==> src/rtl/fifo_serial_tx_if.sv <==
// Read-side handshake between the synchronous FIFO and its serial drain stage.
interface fifo_serial_tx_if #(
    parameter int unsigned WIDTH = 4
);
    logic             read;
    logic             empty;
    logic [WIDTH-1:0] fifo_data;

    modport master (output read, input empty, input fifo_data);
    modport slave  (input read, output empty, output fifo_data);
endinterface

==> src/rtl/fifo_serial_tx.sv <==
// Pops words from the FIFO and shifts each out as a serial frame:
// start bit, data LSB first, optional parity, stop bit.
module fifo_serial_tx #(
    parameter int unsigned WIDTH        = 4,
    parameter int unsigned CLKS_PER_BIT = 4,
    parameter int unsigned PARITY_EN    = 0,
    parameter int unsigned PARITY_ODD   = 0
) (
    input  logic                    clk,
    input  logic                    rst,
    input  logic                    enable,
    fifo_serial_tx_if.master        fifo,
    output logic                    tx,
    output logic                    busy,
    output logic                    done
);
    localparam int unsigned BAUD_W = (CLKS_PER_BIT > 1) ? $clog2(CLKS_PER_BIT) : 1;
    localparam int unsigned BIT_W  = (WIDTH > 1) ? $clog2(WIDTH) : 1;

    localparam logic [BAUD_W-1:0] BAUD_LAST = BAUD_W'(CLKS_PER_BIT - 1);
    localparam logic [BAUD_W-1:0] BAUD_DONE = BAUD_W'(CLKS_PER_BIT - 2);
    localparam logic [BIT_W-1:0]  BIT_LAST  = BIT_W'(WIDTH - 1);
    localparam logic              ODD_BIT   = 1'(PARITY_ODD);

    typedef enum logic [2:0] {
        IDLE   = 3'd0,
        POP    = 3'd1,
        LOAD   = 3'd2,
        START  = 3'd3,
        DATA   = 3'd4,
        PARITY = 3'd5,
        STOP   = 3'd6
    } state_t;

    state_t            state;
    logic [WIDTH-1:0]  shreg;
    logic [WIDTH-1:0]  shreg_shift;
    logic              par;
    logic [BAUD_W-1:0] baud;
    logic [BIT_W-1:0]  bit_cnt;
    logic              baud_last;

    assign shreg_shift = shreg >> 1;
    assign baud_last   = (baud == BAUD_LAST);

    // Frame sequencer; every output is a register updated alongside the state.
    always_ff @(posedge clk or negedge rst) begin
        if (!rst) begin
            state     <= IDLE;
            tx        <= 1'b1;
            fifo.read <= 1'b0;
            busy      <= 1'b0;
            done      <= 1'b0;
            shreg     <= '0;
            par       <= 1'b0;
            baud      <= '0;
            bit_cnt   <= '0;
        end else begin
            done <= 1'b0;
            case (state)
                IDLE: begin
                    tx      <= 1'b1;
                    baud    <= '0;
                    bit_cnt <= '0;
                    if (enable && !fifo.empty) begin
                        state     <= POP;
                        fifo.read <= 1'b1;
                        busy      <= 1'b1;
                    end
                end
                POP: begin
                    fifo.read <= 1'b0;
                    state     <= LOAD;
                end
                LOAD: begin
                    shreg <= fifo.fifo_data;
                    par   <= ^fifo.fifo_data;
                    tx    <= 1'b0;
                    baud  <= '0;
                    state <= START;
                end
                START: begin
                    if (baud_last) begin
                        baud    <= '0;
                        bit_cnt <= '0;
                        tx      <= shreg[0];
                        state   <= DATA;
                    end else begin
                        baud <= baud + BAUD_W'(1);
                    end
                end
                DATA: begin
                    if (baud_last) begin
                        baud <= '0;
                        if (bit_cnt == BIT_LAST) begin
                            if (PARITY_EN != 0) begin
                                tx    <= par ^ ODD_BIT;
                                state <= PARITY;
                            end else begin
                                tx    <= 1'b1;
                                state <= STOP;
                            end
                        end else begin
                            shreg   <= shreg_shift;
                            tx      <= shreg_shift[0];
                            bit_cnt <= bit_cnt + BIT_W'(1);
                        end
                    end else begin
                        baud <= baud + BAUD_W'(1);
                    end
                end
                PARITY: begin
                    if (baud_last) begin
                        baud  <= '0;
                        tx    <= 1'b1;
                        state <= STOP;
                    end else begin
                        baud <= baud + BAUD_W'(1);
                    end
                end
                STOP: begin
                    // Registered one cycle early so the pulse lands on the final stop cycle.
                    done <= (baud == BAUD_DONE);
                    if (baud_last) begin
                        baud  <= '0;
                        busy  <= 1'b0;
                        state <= IDLE;
                    end else begin
                        baud <= baud + BAUD_W'(1);
                    end
                end
                default: begin
                    tx        <= 1'b1;
                    fifo.read <= 1'b0;
                    busy      <= 1'b0;
                    state     <= IDLE;
                end
            endcase
        end
    end
endmodule

==> src/flat_wrapper.sv <==
// flat-port wrapper written by rule: the top's interface ports become plain ports
module fifo_serial_tx_flat 
#(
    parameter int unsigned WIDTH        = 4,
    parameter int unsigned CLKS_PER_BIT = 4,
    parameter int unsigned PARITY_EN    = 0,
    parameter int unsigned PARITY_ODD   = 0
)
  (clk, rst, enable, tx, busy, done, fifo_read, fifo_empty, fifo_fifo_data);
  fifo_serial_tx_if #(.WIDTH(WIDTH)) fifo_i ();
  input  logic clk;
  input  logic rst;
  input  logic enable;
  output logic tx;
  output logic busy;
  output logic done;
  output wire logic [$bits(fifo_i.read)-1:0] fifo_read;
  input wire logic [$bits(fifo_i.empty)-1:0] fifo_empty;
  input wire logic [$bits(fifo_i.fifo_data)-1:0] fifo_fifo_data;
  assign fifo_read = fifo_i.read;
  assign fifo_i.empty = fifo_empty;
  assign fifo_i.fifo_data = fifo_fifo_data;
  fifo_serial_tx #(.WIDTH(WIDTH), .CLKS_PER_BIT(CLKS_PER_BIT), .PARITY_EN(PARITY_EN), .PARITY_ODD(PARITY_ODD)) u_core (.clk(clk), .rst(rst), .enable(enable), .fifo(fifo_i), .tx(tx), .busy(busy), .done(done));
endmodule
==> config.mk <==
export PLATFORM = sky130hd
export DESIGN_NAME = fifo_serial_tx_flat
export DESIGN_NICKNAME = d
export VERILOG_FILES = /design/src/rtl/fifo_serial_tx_if.sv /design/src/rtl/fifo_serial_tx.sv /design/src/flat_wrapper.sv
export SDC_FILE = /design/constraint.sdc
export NUM_CORES = 1
export LEC_CHECK = 0
export ABC_CLOCK_PERIOD_IN_PS = 1350
export CAP_MARGIN = 20
export CELL_PAD_IN_SITES_DETAIL_PLACEMENT = 1
export CELL_PAD_IN_SITES_GLOBAL_PLACEMENT = 2
export CORE_MARGIN = 2
export CORE_UTILIZATION = 30
export DETAILED_ROUTE_END_ITERATION = 8
export PLACE_DENSITY = 0.83
export SYNTH_ARGS = -nofsm -noshare
export SYNTH_HDL_FRONTEND = slang
export SYNTH_SLANG_ARGS = --single-unit
==> constraint.sdc <==
create_clock -name clk -period 1.35 [get_ports clk]
set_input_delay 0.27 -clock clk [delete_from_list [all_inputs] [get_ports clk]]
set_output_delay 0.27 -clock clk [all_outputs]
set_load 0.05 [all_outputs]
==> results by group <==
Floorplanning
  • Die width: 59.7 um
  • Die Y: 59.7 um
  • Cell Rows: 20
  • Die area: 3570 um^2
  • Core ar.: 3000 um^2
  • IO Pins: 12
  • Starting Density: between 30% and 40%

Synthesis
  • Netlist Area Pre-Place: ~930 um^2
  • Mapped Avg Cell Area: around 10 um^2
  • Most frequent cells after synthesis: dfrtp_1, a21oi_1, nor2_1
  • Sequential element share of the synthesized area: slightly above 40%
  • Largest area contributor in the netlist: dfrtp_1
  • Yosys top cell area share: a little under two fifths
  • Yosys warnings: 0
  • Synth top area cells: dfrtp_1, a21oi_1, o21ai_0, ha_1, nor2_1
  • Count leader, synth: dfrtp_1
  • Post-synth top flop: dfrtp_1
  • Combinational family with the most area after synthesis: compound AO/OA/AOI/OAI gates
  • Post-Synth Adder-Cell Area: 4.03%
  • Xor and xnor fraction of the mapped netlist area: 0%
  • Mux share of post-synthesis cell area: approximately 4.4%
  • FF+latch count, synth: 15
  • Syn Nets: 107
  • Synth Instances: 96
  • EDFF count, synth: 0
  • Compound-Gate Fraction of Synth Area: 23.5%
  • Ys async rst share: 100%
  • Post-Synth Simple-Gate Area: roughly a fifth
  • Yosys cell types: 40

Setup path
  • Startpoint Class: flop
  • Crit path cell chain: ha_4 -> buf_8 -> nand4bb_4 -> a21oi_4 -> buf_4 -> a21oi_2
  • Required @ worst endpoint: 1530 ps
  • Largest stage delay, worst path: approximately 420 ps
  • Slowest-stage cell, CP: dfrtp_1
  • Critical Path AT: 1550 ps
  • Endpoint class of the critical path: flop
  • Kind of critical path: flop to flop
  • Worst Path Max Fanout: 7

STA
  • Tmin final: 1370 ps
  • Tcrit/Tclk final: 101%
  • Hold_ws: around 290 ps
  • Slew Limit Fails: 0
  • Setup TNS: -16.8 ps
  • Transition time of the tightest slew-check pin: 304 ps
  • Slew HR: approximately four fifths
  • Worst Skew: between 0.9 and 1 ps
  • RSZ-0062 raised after global routing: yes
  • Fmax: 732 MHz
  • Final setup fails: 1
  • Final hold violation count: 0
  • Post-route setup slack: -16.8 ps

Run
  • Max-cap violation count: 0

Place
  • GP Congestion: between 0.8 and 0.9
  • Place WS: -69.2 ps
  • Post-DP HPWL: approximately 1700 um
  • PortBufs: 11

Finish
  • Share of cells above drive strength 1: 42.3%
  • Area occupied by multi-input gates: ~560 um^2
  • Nets@finish: 135
  • Register Area: 380 um^2
  • FILL cells: 349
  • Ant. Diodes: 0
  • Area grow syn2layout: 43.2%

Detailed routing
  • WL met2: 1220 um
  • 1st-iter DRT viols: 30
  • DRT antenna net count: 0
  • Vias per Instance: just over 5
  • Wl on met1: 1070 um
  • DR DRC count: 0
  • DRT Pass-1 Iters: 2
  • Final WL: 2390 um
  • Met3 WL: 56 um
  • Wire per inst: 15.3 um
  • Vias: 805
  • Max Used Layer: met4

Global routing
  • Largest net degree at the start of global routing: 16
  • Initial antenna violation count: 0
  • First-pass GRT wire length: 3860 um
  • GRT Util Overall: 14.6%
  • Vias in the first global route: 871
  • Total grt overflow: 0

Power and ir drop
  • Lkg Pwr: 0.000554 uW
  • Pwr/cell area: around 2300 nW/um^2
  • Power Total: 3020 uW
  • VDD IR max: 689 uV

Worst hold path
  • Min-delay worst type: input pin to async pin

Clock tree
  • CTS Sinks: 15
  • CTS tree: done
  • Post-CTS Hold Fix Bufs: 0
  • Latest clock arrival within the worst-skew pair: roughly 290 ps
  • Root buffer cell: clkbuf_4
  • Worst-path clk slew: 90 ps
  • Clock Path Buffers: 2
  • CTS H-Tree Depth: 1
  • Inserted Clock Buffers: 3

Status
  • Failing checks: setup timing
  • Run status: complete, but fails checks
## sequential cells by signal (all words and copies together), names as in the netlist
signal,cells
u_core.done,1
u_core.shreg,4
u_core.tx,1
u_core.bit_cnt,2
u_core.fifo.read,1
u_core.state,3
u_core.busy,1
u_core.baud,2
## through the flow
step / area, um^2 / util, % / std cells
after floorplan: 932 / - / 96
after global placement: 1190 / 39.5 / 147
after detailed placement: 1190 / 39.5 / 147
after CTS: 1230 / 41.0 / 151
after global routing: 1340 / 44.5 / 156
final: 1340 / 44.5 / 156
## metal layers
layer	vias to the layer above	global-route usage (%)
li1	392	-
met4	0	8.57
met2	15	24.5
met1	394	17.1
met3	4	2.81
met5	-	0
## power by group
group	internal, uW	switching (uW)
logic	947	956
clock network	115	152
registers	636	213
## cell families (layout without fill, tap and decap cells)
group / count (synthesis) / after routing
fa+ha+maj: 3 / 3
mux: 4 / 4
flops: 15 / 15
buf+inv: 12 / 39
simple gates: 29 / 29
compound gates: 33 / 33
## final cells by class
| class | instances | share of cell area, % |
|---|---|---|
| Timing Repair Buffer | 29 | 23.1 |
| Inverter | 6 | 1.69 |
| Sequential cell | 15 | 28.5 |
| Tap cell | 33 | 3.09 |
| Multi-Input combinational cell | 69 | 41.6 |
| Clock buffer | 4 | 1.97 |
## cells in the final DEF (no fill, tap or decap), types with 2 or more instances in the layout
cell type	instances
o22ai_1	2
o31ai_1	2
o21ai_0	4
a21oi_2	4
inv_1	3
o21ai_1	3
a21oi_1	7
mux2i_1	3
o21ai_2	2
nand2b_4	2
inv_2	3
ha_4	2
clkbuf_4	3
clkdlybuf4s50_1	7
nor2_1	9
buf_12	5
dfrtp_1	11
buf_4	15
dfrtp_2	3
nand2_1	7
## final timing paths
kind / from / end / slack, ps / cells after the start
max reg2reg: u_core.baud[0] / u_core.shreg[2] / -20 / 6
min in group clk: u_core.bit_cnt[1] / u_core.bit_cnt[1] / 530 / 1
max in group asynchronous: rst / u_core.tx / 810 / 2
min reg2reg: u_core.bit_cnt[1] / u_core.bit_cnt[1] / 530 / 1
max: u_core.baud[0] / u_core.shreg[2] / -20 / 6
min: rst / u_core.shreg[0] / 290 / 2
## repair_timing
item                       4_1_cts  5_1_grt
setup buffers                    0        5
setup endpoints to repair        7       11
pin swaps                        2        9
resized for setup                6       19
## worst max-delay path: cells and delay by family (launching register included)
family	cells	cell delay (ps)
simple gates	1	110
fa+ha+maj	1	180
compound gates	2	280
buf+inv	2	270
flops	1	420
Power figures use the tool's default switching activity.
